File: config.mk
export PLATFORM = sky130hd
export DESIGN_NAME = traffic_phase_sequencer
export DESIGN_NICKNAME = d
export VERILOG_FILES = /design/src/rtl/traffic_phase_sequencer.sv
export SDC_FILE = /design/constraint.sdc
export NUM_CORES = 1
export LEC_CHECK = 0
export BUFFER_PORTS_ARGS = -buffer_cell sky130_fd_sc_hd__buf_2
export CORE_UTILIZATION = 38
export DETAILED_ROUTE_END_ITERATION = 10
export PLACE_DENSITY = 0.56
export SYNTH_ARGS = -nofsm -noshare
export SYNTH_HDL_FRONTEND = slang
export SYNTH_SLANG_ARGS = --single-unit
File: constraint.sdc
create_clock -name myClock -period 1.8 [get_ports myClock]
set_input_delay 0.27 -clock myClock [delete_from_list [all_inputs] [get_ports myClock]]
set_output_delay 0.27 -clock myClock [all_outputs]
set_load 0.03 [all_outputs]
File: src/rtl/traffic_phase_sequencer.sv
// Two-road junction phase controller: loads the countdown timer and sequences main, side and pedestrian phases.
// Every output is registered, one edge after the flag that caused it; there is no backpressure and no flag-to-output path.
module traffic_phase_sequencer #(
  parameter int MAIN_GREEN_TENS = 3,
  parameter int SIDE_GREEN_TENS = 2,
  parameter int PED_TENS        = 1,
  parameter int ALLRED_CYCLES   = 2
) (
  input  logic       myClock,
  input  logic       reset,
  input  logic       counterNotZero,
  input  logic       counterNotFive,
  input  logic       pedRequest,
  output logic       load,
  output logic [1:0] tensValue,
  output logic [2:0] mainLight,
  output logic [2:0] sideLight,
  output logic       pedWalk,
  output logic       pedFlash,
  output logic       pedPending
);

  typedef enum logic [2:0] {
    INIT,
    MAIN_GREEN,
    MAIN_AMBER,
    ALLRED_A,
    SIDE_GREEN,
    SIDE_AMBER,
    ALLRED_B,
    PED_WALK
  } phaseT;

  localparam logic [1:0] MAIN_LOAD_TENS = 2'(MAIN_GREEN_TENS);
  localparam logic [1:0] SIDE_LOAD_TENS = 2'(SIDE_GREEN_TENS);
  localparam logic [1:0] PED_LOAD_TENS  = 2'(PED_TENS);
  localparam logic [1:0] CLEAR_LAST     = 2'(ALLRED_CYCLES - 1);

  localparam logic [2:0] RED   = 3'b100;
  localparam logic [2:0] AMBER = 3'b010;
  localparam logic [2:0] GREEN = 3'b001;

  phaseT      state;
  logic [1:0] clearCount;
  logic       atZero;
  logic       atFive;

  // During the load cycle the timer still shows the previous phase's count, so its flags are stale.
  assign atZero = !load && !counterNotZero;
  assign atFive = !load && !counterNotFive;

  always_ff @(posedge myClock or negedge reset) begin
    if (!reset) begin
      state      <= INIT;
      load       <= 1'b0;
      tensValue  <= 2'd0;
      mainLight  <= RED;
      sideLight  <= RED;
      pedWalk    <= 1'b0;
      pedFlash   <= 1'b0;
      pedPending <= 1'b0;
      clearCount <= 2'd0;
    end else begin
      load <= 1'b0;
      if (pedRequest && state != PED_WALK) pedPending <= 1'b1;

      case (state)
        INIT: begin
          state     <= MAIN_GREEN;
          load      <= 1'b1;
          tensValue <= MAIN_LOAD_TENS;
          mainLight <= GREEN;
        end
        MAIN_GREEN: begin
          if (atZero || atFive) begin
            state     <= MAIN_AMBER;
            mainLight <= AMBER;
          end
        end
        MAIN_AMBER: begin
          if (atZero) begin
            state      <= ALLRED_A;
            mainLight  <= RED;
            clearCount <= CLEAR_LAST;
          end
        end
        ALLRED_A: begin
          if (clearCount == 2'd0) begin
            state     <= SIDE_GREEN;
            load      <= 1'b1;
            tensValue <= SIDE_LOAD_TENS;
            sideLight <= GREEN;
          end else begin
            clearCount <= clearCount - 2'd1;
          end
        end
        SIDE_GREEN: begin
          if (atZero || atFive) begin
            state     <= SIDE_AMBER;
            sideLight <= AMBER;
          end
        end
        SIDE_AMBER: begin
          if (atZero) begin
            state      <= ALLRED_B;
            sideLight  <= RED;
            clearCount <= CLEAR_LAST;
          end
        end
        ALLRED_B: begin
          if (clearCount == 2'd0) begin
            load <= 1'b1;
            if (pedPending) begin
              // Clearing here overrides a request arriving on this same edge.
              state      <= PED_WALK;
              tensValue  <= PED_LOAD_TENS;
              pedWalk    <= 1'b1;
              pedPending <= 1'b0;
            end else begin
              state     <= MAIN_GREEN;
              tensValue <= MAIN_LOAD_TENS;
              mainLight <= GREEN;
            end
          end else begin
            clearCount <= clearCount - 2'd1;
          end
        end
        PED_WALK: begin
          if (atZero) begin
            state     <= MAIN_GREEN;
            load      <= 1'b1;
            tensValue <= MAIN_LOAD_TENS;
            mainLight <= GREEN;
            pedWalk   <= 1'b0;
            pedFlash  <= 1'b0;
          end else if (atFive) begin
            pedWalk  <= 1'b0;
            pedFlash <= 1'b1;
          end
        end
        default: state <= INIT;
      endcase
    end
  end

endmodule

# Word-level counts from Yosys, hierarchy flattened

Cells that the tools add are included.

Bits in registers: 17
Input bits: 5
Output and inout bits: 12

Add/subtract/negate cells: 1
Eq/ne operators: 20
Muxes and demuxes: 37
Reduce and logical (&&, ||, !) cells: 24

Operators by type and width:

| kind                                                | number |
|---|---|
| 2-to-1 mux 3 bit                                    | 12 |
| case mux 3 bit (8 select lines)                     | 1 |
| != test 2 bit, second input constant                | 10 |
| case mux 3 bit (5 select lines)                     | 1 |
| equality test 3 bit, second input constant          | 4 |
| 2-to-1 mux 1 bit                                    | 12 |
| 2-to-1 mux 2 bit                                    | 6 |
| AND reduction 4 bit                                 | 3 |
| case mux 3 bit (3 select lines)                     | 1 |
| case mux 2 bit (4 select lines)                     | 1 |
| AND reduction 7 bit                                 | 1 |
| equality test 3 x 2 -> 1 bit, second input constant | 2 |
| != test 3 bit, second input constant                | 2 |
| AND reduction 6 bit                                 | 1 |
| nonzero test 2 bit                                  | 3 |
| nonzero test 5 bit                                  | 1 |
| case mux 2 bit (2 select lines)                     | 1 |
| nonzero test 4 bit                                  | 1 |
| OR reduction 2 bit                                  | 2 |
| equality test 3 x 1 -> 1 bit, second input constant | 1 |
| logical AND 1 bit                                   | 3 |
| zero test 1 bit                                     | 3 |
| zero test 3 bit                                     | 1 |
| case mux 1 bit (3 select lines)                     | 1 |
| other kinds (8)                                     | 8 |

# Longest topological paths before layout

Gate-level depths: netlist of the first run.

Depth in word-level cells: 6
Gate-level depth with buffers: 7
Gate-level depth less buffers: 6

# Worst setup path before layout of the first run

OpenSTA, ideal clock, no wires.

Kind: register -> register
Start: register load
End: register mainLight[1]
Library setup time: 127 ps
Arrival: 1585 ps
Slack: 88 ps
Cell stages (with the launch flop): 5
Buffers on the path: 0
Cell sequence: dfrtp_1 -> or2_2 -> o211ai_1 -> o311a_4 -> mux2_1

Longest elaborated chain between the ends: 5
Elaborated cells on any way between the ends: 8

Ends and longest elaborated chain:

| what                                     | line   | source |
|---|---|---|
| start: declaration                       | 14     | `output logic load,` |
| start signal: assignment                 | 55     | `load <= 1'b0;` |
| start signal: assignment                 | 64     | `load <= 1'b0;` |
| start signal: assignment                 | 70     | `load <= 1'b1;` |
| zero test 1 bit (*)                      | 49, 50 |  |
| logical AND 1 bit (on tied branches)     | 49, 50 |  |
| logical OR 1 bit                         | 75     | `if (atZero \|\| atFive) begin` |
| != test 2 bit (no source line)           | --     |  |
| AND reduction 6 bit (no source line) (*) | --     |  |
| end signal: assignment                   | 57     | `mainLight <= RED;` |
| end signal: assignment                   | 77     | `mainLight <= AMBER;` |
| end signal: assignment                   | 83     | `mainLight <= RED;` |
| end: declaration                         | 16     | `output logic [2:0] mainLight,` |

Every way passes the cells marked *; elsewhere a longest branch is shown, timed or not.
A chain may end at the register's enable or synchronous reset.

# Final worst setup path of the first run

Same ends and word-level chain as after synthesis.

==> impl_metrics.json, run 1 <==
{
  "status": "finished, final reports clean",
  "fillers": 256,
  "crit_chain": "or2_2 -> o211ai_1 -> o311a_4 -> mux2_1",
  "synth_cells": 121,
  "grt_max_degree": 19,
  "insertion_delay_ns": 0.30,
  "routed_via_density": 5.63,
  "grt_remaining_overflow": 0,
  "ys_top_cells_by_area": "dfrtp_1 (36%), o21ai_0 (6.7%), dfstp_2 (5.0%), a21oi_1 (4.8%), nand2_1 (3.9%)",
  "fmax_mhz": 592,
  "die_width_um": 54.5,
  "root_buffer": "clkbuf_4",
  "synth_top_area_share_pct": 35.9,
  "wl_met1_um": 1200,
  "wl_met2_um": 1090,
  "track_usage_pct": 20.9,
  "required_ns": 2.00,
  "highest_layer": "met4",
  "critPathMaxFanout": 9,
  "seq_area_um2": 428,
  "power.leakage_nw": 0.549,
  "htree_levels": 1,
  "syn_avg_cell_area_um2": 8.64,
  "clkSinkCount": 17,
  "antenna_cells": 0,
  "startpoint_type": "register",
  "drtPass1Iterations": 4,
  "die_area_mm2": 0.00297,
  "cts_buffers": 3,
  "grt_pass1_vias": 979,
  "portBuffers": 16,
  "dr_wl_met3_um": 102,
  "cpPeakStageDelay_ns": 0.47,
  "tns_ns": 0,
  "tightestPinTransition_ns": 0.388,
  "slew_violations": 0,
  "hp-class": "input port to register",
  "antenna_found_initial": 0,
  "ys_warn_count": 0,
  "vias": 974,
  "cpLargestDelayFamily": "flip-flops",
  "first_iter_violations": 20,
  "synth_area_mm2": 0.00105,
  "wl_per_cell_um": 14.1,
  "synthesis.nets": 127,
  "drcViolationCount": 0,
  "yosysSeqAreaShare_pct": 40.9,
  "hold_viol": 0,
  "grt_setup_unrepaired": "false",
  "period_share_pct": 93.8,
  "slowest_stage": "dfrtp_1",
  "synthToLayoutAreaGrowth_pct": 17.7,
  "yosys_register_bits": 17,
  "relSlewSlack_pct": 74.1,
  "cts.path.max_buffers": 2,
  "cts_tree": "built",
  "maxCapViolCount": 0,
  "fin_cells": 173,
  "final_nets": 150,
  "wl_um": 2440,
  "period_minus_slack_ns": 1.69,
  "clk_pin_slew_worst_paths_ns": 0.10,
  "fp.dieH_um": 54.5,
  "end_kind": "register",
  "post-synth-top-area-cell": "dfrtp_1",
  "skew_ns": 0.00212,
  "dp.cells": 168,
  "core_mm2": 0.00254,
  "grt_pass1_wl_um": 4330,
  "drive_above_1_share_pct": 23.1,
  "cts_setup_buffers": 0,
  "setup_viol": 0,
  "start_util_pct": 41.1,
  "pin_count": 17,
  "path_buf_inv": 0,
  "row_count": 18,
  "ant_nets": 0,
  "arrival_ns": 1.88,
  "power_density_mw_per_mm2": 2040,
  "worstSetupPathType": "register to register",
  "hpwl_um": 1820,
  "place.gp.congestion": 0.789,
  "multi_input_area_um2": 558,
  "synth_cell_type_count": 33,
  "ir_drop_v": 0.00103
}
through the flow:
stage               setup slack (ns)  power (W)  hold WS, ns  instance area (um2)  util (%)
floorplan                     0.0881    0.00188      -0.0256                 1050         -
CTS                            0.109    0.00253        0.182                 1230      48.4
global route                  0.0222    0.00275        0.190                 1230      48.4
global placement               0.155    0.00228        0.216                 1190      46.9
finish                         0.112    0.00251        0.192                 1230      48.4
detailed placement             0.128    0.00230        0.220                 1190      46.9
registers in the layout, summed over array words and instances, names as in the netlist, 2 cells and up:
signal	flops
clearCount	2
mainLight	3
sideLight	3
state	3
tensValue	2
cell families after synthesis:
| group | share of synthesized area [%] |
|---|---|
| buffers and inverters | 5.74 |
| DFF | 40.9 |
| muxes | 4.07 |
| and+or+nand+nor | 18.1 |
| AOI/OAI and AO/OA | 30.0 |
| adders and majority gates | 1.20 |
layout by cell type, fill, tap and decap left out, types with 2 or more instances in the layout:
cell      instances
nand2b_1          2
a21oi_1          10
o211ai_1          4
mux2_1            2
nand2_1          11
nor3_1            5
or3_1             3
dfrtp_1          15
a22o_1            3
buf_2            16
inv_1             6
nor2b_1           5
o21ai_0          14
o21a_1            3
buf_4             9
clkbuf_4          3
o22a_1            2
mux2i_1           2
dfstp_2           2
a22oi_1           3
nor2_1            7
nor3b_1           2
synthesized netlist by cell type:
| cell type | n |
|---|---|
| o311ai_0 | 1 |
| a22o_1 | 3 |
| o21bai_1 | 1 |
| inv_1 | 6 |
| mux2i_1 | 2 |
| o21ai_0 | 14 |
| buf_2 | 6 |
| ha_1 | 1 |
| nand4_1 | 1 |
| dfrtp_1 | 15 |
| nor3b_1 | 2 |
| nor2_1 | 7 |
| a211o_1 | 1 |
| clkbuf_1 | 2 |
| o22a_1 | 2 |
| a31oi_1 | 1 |
| o21a_1 | 3 |
| nand2b_1 | 2 |
| a22oi_1 | 3 |
| a21oi_1 | 10 |
| or3_1 | 3 |
| nor3_1 | 5 |
| o22ai_1 | 1 |
| o211ai_1 | 4 |
| o311a_4 | 1 |
| nor2b_1 | 5 |
| o31ai_1 | 1 |
| and2_1 | 1 |
| nand2_1 | 11 |
| a32oi_1 | 1 |
| dfstp_2 | 2 |
| mux2_1 | 2 |
| or2_2 | 1 |
repair_timing:
action                    in CTS  in global routing
hold buffers                   1                  0
resized for setup              0                  0
hold endpoints to repair      15                  0
report_power, final:
part	switching, W	leakage [nW]	internal [W]
registers	0.000160	0.190	0.000563
logic	0.000925	0.341	0.000645
clock network	0.000133	0.0177	0.0000830
total	0.00122	0.549	0.00129
area by class of cell:
| class | count | area share, % |
|---|---|---|
| clock inverter | 1 | 0.407 |
| multi-input combinational | 90 | 45.3 |
| timing repair buffer | 26 | 12.8 |
| tap | 30 | 3.05 |
| clock buffer | 3 | 1.83 |
| sequential | 17 | 34.8 |
| inverter | 6 | 1.83 |
per-layer routing:
layer  vias up  global-route usage [%]
li1        483                       -
met1       465                    27.5
met4         0                    8.97
met2        21                    33.5
met3         5                    3.33
met5         -                       0
final timing paths:
path / startpoint / to / slack, ns / cells past startpoint
min: pedRequest / pedPending / 0.19 / 2
min in group asynchronous: reset / clearCount[1] / 0.41 / 2
max: load / mainLight[1] / 0.11 / 4
max reg2reg: load / mainLight[1] / 0.11 / 4
max in group asynchronous: reset / mainLight[2] / 1.08 / 2
min reg2reg: tensValue[0] / tensValue[0] / 0.49 / 1
Note: power is estimated with default switching activity, not from simulation.
==> inputs of run 2 (changes only) <==
--- a/config.mk
+++ b/config.mk
@@ -6,9 +6,9 @@
 export NUM_CORES = 1
 export LEC_CHECK = 0
 export BUFFER_PORTS_ARGS = -buffer_cell sky130_fd_sc_hd__buf_2
-export CORE_UTILIZATION = 38
+export CORE_UTILIZATION = 28
 export DETAILED_ROUTE_END_ITERATION = 10
-export PLACE_DENSITY = 0.56
+export PLACE_DENSITY = 0.44
 export SYNTH_ARGS = -nofsm -noshare
 export SYNTH_HDL_FRONTEND = slang
 export SYNTH_SLANG_ARGS = --single-unit
==> run 2 against run 1 <==
Net effect:
- critical path depth did not move
- via count rose by 2.0%
- die area rose by 34%
- setup slack improved by 0.0092 ns
- sequential share of layout area fell by 1.2 points
- final cell count rose by 8.7%
- power rose by 5.0%
- clock-buffer cell count rose by 1
- design area rose by 3.5%
- critical endpoint unchanged
==> impl_metrics.json, run 2 (same netlist as run 1, synthesis figures left out) <==
{
  "portBuffers": 16,
  "ir_drop_v": 0.000733,
  "top_regs": "mainLight (3), sideLight (3), state (3)",
  "insertion_delay_ns": 0.26,
  "preCtsSetupSlack_ns": 0.140,
  "grt_pass1_wl_um": 4800,
  "arrival_ns": 1.82,
  "setup_viol": 0,
  "final_area_mm2": 0.00127,
  "routed_via_density": 5.28,
  "critPathMaxFanout": 9,
  "slew_violations": 0,
  "cts_buffers": 3,
  "status": "finished, final reports clean",
  "fp.dieH_um": 63.1,
  "place_area_mm2": 0.00122,
  "core_mm2": 0.00347,
  "ant_nets": 0,
  "worstSetupPathType": "register to register",
  "power.leakage_nw": 0.555,
  "required_ns": 1.94,
  "row_count": 21,
  "cts.path.max_buffers": 2,
  "hpwl_um": 1980,
  "reg2reg_depth": 4,
  "seq_area_um2": 428,
  "fmax_mhz": 596,
  "synthToLayoutAreaGrowth_pct": 21.8,
  "clkSinkCount": 17,
  "cts_tree": "built",
  "drtPass1Iterations": 5,
  "slowest_stage": "dfrtp_1",
  "hold_viol": 0,
  "period_minus_slack_ns": 1.68,
  "first_iter_violations": 56,
  "critPathCapture": "mainLight[1]",
  "antenna_found_initial": 0,
  "startpoint_type": "register",
  "fillers": 379,
  "post_cts_resized": 0,
  "crit_chain": "or2_2 -> o211ai_1 -> o311a_4 -> mux2_1",
  "relSlewSlack_pct": 73.4,
  "period_share_pct": 93.3,
  "grt_setup_unrepaired": "false",
  "tightestPinTransition_ns": 0.399,
  "die_width_um": 63.1,
  "multi_input_area_um2": 558,
  "vias": 993,
  "die_area_mm2": 0.00398,
  "end_kind": "register",
  "final_nets": 149,
  "drcViolationCount": 0,
  "final_common_cell": "buf_2",
  "holdPathStages": 2,
  "hp-class": "input port to register",
  "grt_pass1_vias": 976,
  "cpPeakStageDelay_ns": 0.46,
  "skew_ns": 0.00218,
  "antenna_cells": 0,
  "startpoint": "load",
  "final_cell_mix": "buf_2 (16), dfrtp_1 (15), o21ai_0 (14)",
  "clk_pin_slew_worst_paths_ns": 0.07,
  "reg2reg_slack_ns": 0.12,
  "fin_ws_ns": 0.121,
  "finalPower_w": 0.00264,
  "htree_levels": 1,
  "power_density_mw_per_mm2": 2070,
  "place.gp.congestion": 0.822,
  "start_util_pct": 30.2,
  "rr_startpoint": "load",
  "track_usage_pct": 15.6,
  "pin_count": 17,
  "grt_remaining_overflow": 0,
  "r2r_end": "mainLight[1]",
  "tns_ns": 0,
  "wl_um": 2720,
  "maxCapViolCount": 0,
  "root_buffer": "clkbuf_8",
  "wl_per_cell_um": 14.5,
  "grt_max_degree": 19,
  "drive_above_1_share_pct": 21.8
}
## run 2: power breakdown
group	switching, W	internal (W)	total, W
sequential	0.000147	0.000564	0.000712
clock	0.000144	0.000158	0.000301
combinational	0.000961	0.000661	0.00162
total	0.00125	0.00138	0.00264
## run 2: cell type report
type                            count  area share, %
Clock buffer                        4           3.54
Inverter                            6           1.77
Multi-Input combinational cell     90           43.8
Timing Repair Buffer               25           12.8
Tap cell                           46           4.52
Sequential cell                    17           33.6
## run 2: worst min-delay path by stage
stage	startpoint	end
floorplan	reset	clearCount[0]
global placement	reset	clearCount[1]
detailed placement	reset	tensValue[0]
CTS	pedRequest	pedPending
global route	pedRequest	pedPending
finish	pedRequest	pedPending
## run 2: through the flow
stage | hold slack [ns] | util (%) | cells
after CTS | 0.234 | 36.7 | 188
after global placement | 0.226 | 35.1 | 183
after global routing | 0.237 | 36.7 | 188
after floorplan | -0.0256 | - | 121
final | 0.235 | 36.7 | 188
after detailed placement | 0.236 | 35.1 | 183
## run 2: per-layer routing
| layer | GRT usage, % | routed length (um) | vias up |
|---|---|---|---|
| met5 | 0 | 0 | - |
| met2 | 23.7 | 1250 | 22 |
| met3 | 3.99 | 130 | 5 |
| li1 | - | - | 483 |
| met1 | 21.1 | 1300 | 483 |
| met4 | 5.52 | 38 | 0 |
## run 2: timing repair
item / CTS / global route
hold buffers: 1 / 0
endpoints found under the hold margin: 15 / 0
buffers inserted: 0 / 0
endpoints found under the setup margin: 0 / 0
## run 2: worst max-delay path, delay by kind of cell (launching register included)
family / cells / cell delay (ns)
simple gates: 1 / 0.37
mux: 1 / 0.31
compound gates: 2 / 0.42
flops: 1 / 0.46
==> inputs of run 3 (changes only) <==
--- a/config.mk
+++ b/config.mk
@@ -7,6 +7,7 @@
 export LEC_CHECK = 0
 export BUFFER_PORTS_ARGS = -buffer_cell sky130_fd_sc_hd__buf_2
 export CORE_UTILIZATION = 28
+export CTS_BUF_LIST = sky130_fd_sc_hd__clkbuf_4 sky130_fd_sc_hd__clkbuf_8
 export DETAILED_ROUTE_END_ITERATION = 10
 export PLACE_DENSITY = 0.44
 export SYNTH_ARGS = -nofsm -noshare
==> run 3 against run 2 <==
Net effect:
- largest power group unchanged
- flip-flop and latch count unchanged
- setup slack got worse by 0.0018 ns
- global-route usage about the same
- via count decreased by 0.10%
- critical endpoint unchanged
- sequential share of layout area decreased by 0.099 points
- combinational power about the same
- clock skew decreased by 0.0011 ns
- die area unchanged
- maximum frequency decreased by 0.11%
- routed wire length decreased by 0.22%
- design area increased by 0.30%
==> impl_metrics.json, run 3 (same netlist as run 1, synthesis figures left out) <==
{
  "status": "finished, final reports clean",
  "skew_ns": 0.00108,
  "vias": 992,
  "grt_remaining_overflow": 0,
  "drtPass1Iterations": 5,
  "cp_num_cells": 4,
  "relSlewSlack_pct": 73.4,
  "wl_per_cell_um": 14.4,
  "tightestPinTransition_ns": 0.400,
  "core_mm2": 0.00347,
  "pwr-share-seq_pct": 26.9,
  "fmax_mhz": 595,
  "synthToLayoutAreaGrowth_pct": 22.1,
  "top_regs": "mainLight (3), sideLight (3), state (3)",
  "hp-class": "input port to register",
  "final_nets": 149,
  "antenna_found_initial": 0,
  "cts_setup_buffers": 0,
  "p_sw_w": 0.00125,
  "grt_pass1_vias": 978,
  "insertion_delay_ns": 0.25,
  "post_cts_resized": 0,
  "met2_usage_pct": 23.7,
  "routed_via_density": 5.28,
  "pin_count": 17,
  "cts_tree": "built",
  "period_share_pct": 93.4,
  "drcViolationCount": 0,
  "required_ns": 1.94,
  "tns_ns": 0,
  "end_kind": "register",
  "crit_chain": "or2_2 -> o211ai_1 -> o311a_4 -> mux2_1",
  "power.leakage_nw": 0.559,
  "period_minus_slack_ns": 1.68,
  "cts_hold_buf": 1,
  "final_cell_mix": "buf_2 (16), dfrtp_1 (15), o21ai_0 (14)",
  "htree_levels": 1,
  "setup_viol": 0,
  "seq_area_um2": 428,
  "start_util_pct": 30.2,
  "hpwl_um": 1980,
  "multi_input_area_um2": 558,
  "grt_setup_unrepaired": "false",
  "startpoint_type": "register",
  "first_iter_violations": 55,
  "p_int_w": 0.00140,
  "place_area_mm2": 0.00122,
  "power_density_mw_per_mm2": 2070,
  "final_common_cell": "buf_2",
  "busiest_layer": "met2",
  "drive_above_1_share_pct": 22.5,
  "use_met1_pct": 21.0,
  "reg2reg_depth": 4,
  "clkSinkCount": 17,
  "p_clk_share_pct": 11.8,
  "hold_viol": 0,
  "ir_drop_v": 0.000733,
  "maxCapViolCount": 0,
  "ant_nets": 0,
  "final_area_mm2": 0.00128,
  "cpLargestDelayFamily": "flip-flops",
  "slowest_stage": "dfrtp_1",
  "track_usage_pct": 15.5,
  "place.gp.congestion": 0.822,
  "worstSetupPathType": "register to register",
  "fp.dieH_um": 63.1,
  "p_comb_share_pct": 61.3,
  "grt_max_degree": 19,
  "antenna_cells": 0,
  "fin_util_pct": 36.8,
  "cts.path.max_buffers": 2,
  "clk_pin_slew_worst_paths_ns": 0.07,
  "portBuffers": 16,
  "die_width_um": 63.1,
  "slew_violations": 0,
  "grt_pass1_wl_um": 4800,
  "root_buffer": "clkbuf_8",
  "path_buf_inv": 0,
  "finalPower_w": 0.00265,
  "cpPeakStageDelay_ns": 0.46,
  "row_count": 21,
  "cts_buffers": 3,
  "wl_um": 2720,
  "swShare_pct": 47.2,
  "die_area_mm2": 0.00398,
  "fillers": 382,
  "critPathMaxFanout": 9,
  "met3_usage_pct": 3.99,
  "arrival_ns": 1.82,
  "holdPathStages": 2
}
-- run 3: per-stage QoR --
step	setup slack, ns	instances	hold slack (ns)
2_1_floorplan	0.0881	121	-0.0256
3_3_place_gp	0.177	183	0.226
3_5_place_dp	0.140	183	0.236
4_1_cts	0.131	188	0.235
5_1_grt	0.0332	188	0.237
6_report	0.119	188	0.238
-- run 3: power by group through the flow --
stage                     Clock, W  Combinational [W]  Sequential, W
after detailed placement         0            0.00162       0.000718
after global placement           0            0.00162       0.000716
final                     0.000313            0.00162       0.000712
after floorplan                  0           0.000985       0.000893
after CTS                 0.000326            0.00163       0.000711
after global routing      0.000350            0.00182       0.000738
-- run 3: path summary, 6_finish.rpt --
path / startpoint / endpoint / slack [ns]
max: load / mainLight[1] / 0.12
min: pedRequest / pedPending / 0.24
max reg2reg: load / mainLight[1] / 0.12
min reg2reg: pedFlash / pedFlash / 0.49
max in group asynchronous: reset / sideLight[2] / 1.01
min in group asynchronous: reset / clearCount[0] / 0.47
-- run 3: per-layer routing --
layer / share of wire, % / vias up
met5: 0 / -
met4: 1.4 / 0
met3: 4.6 / 5
met2: 47 / 21
met1: 47 / 482
li1: - / 484
-- run 3: area by class of cell --
| class | count | area share, % |
|---|---|---|
| repair buffers | 25 | 12.7 |
| flip-flops and latches | 17 | 33.5 |
| well taps | 46 | 4.51 |
| inverters | 6 | 1.76 |
| clock buffers | 4 | 3.82 |
| multi-input cells | 90 | 43.7 |
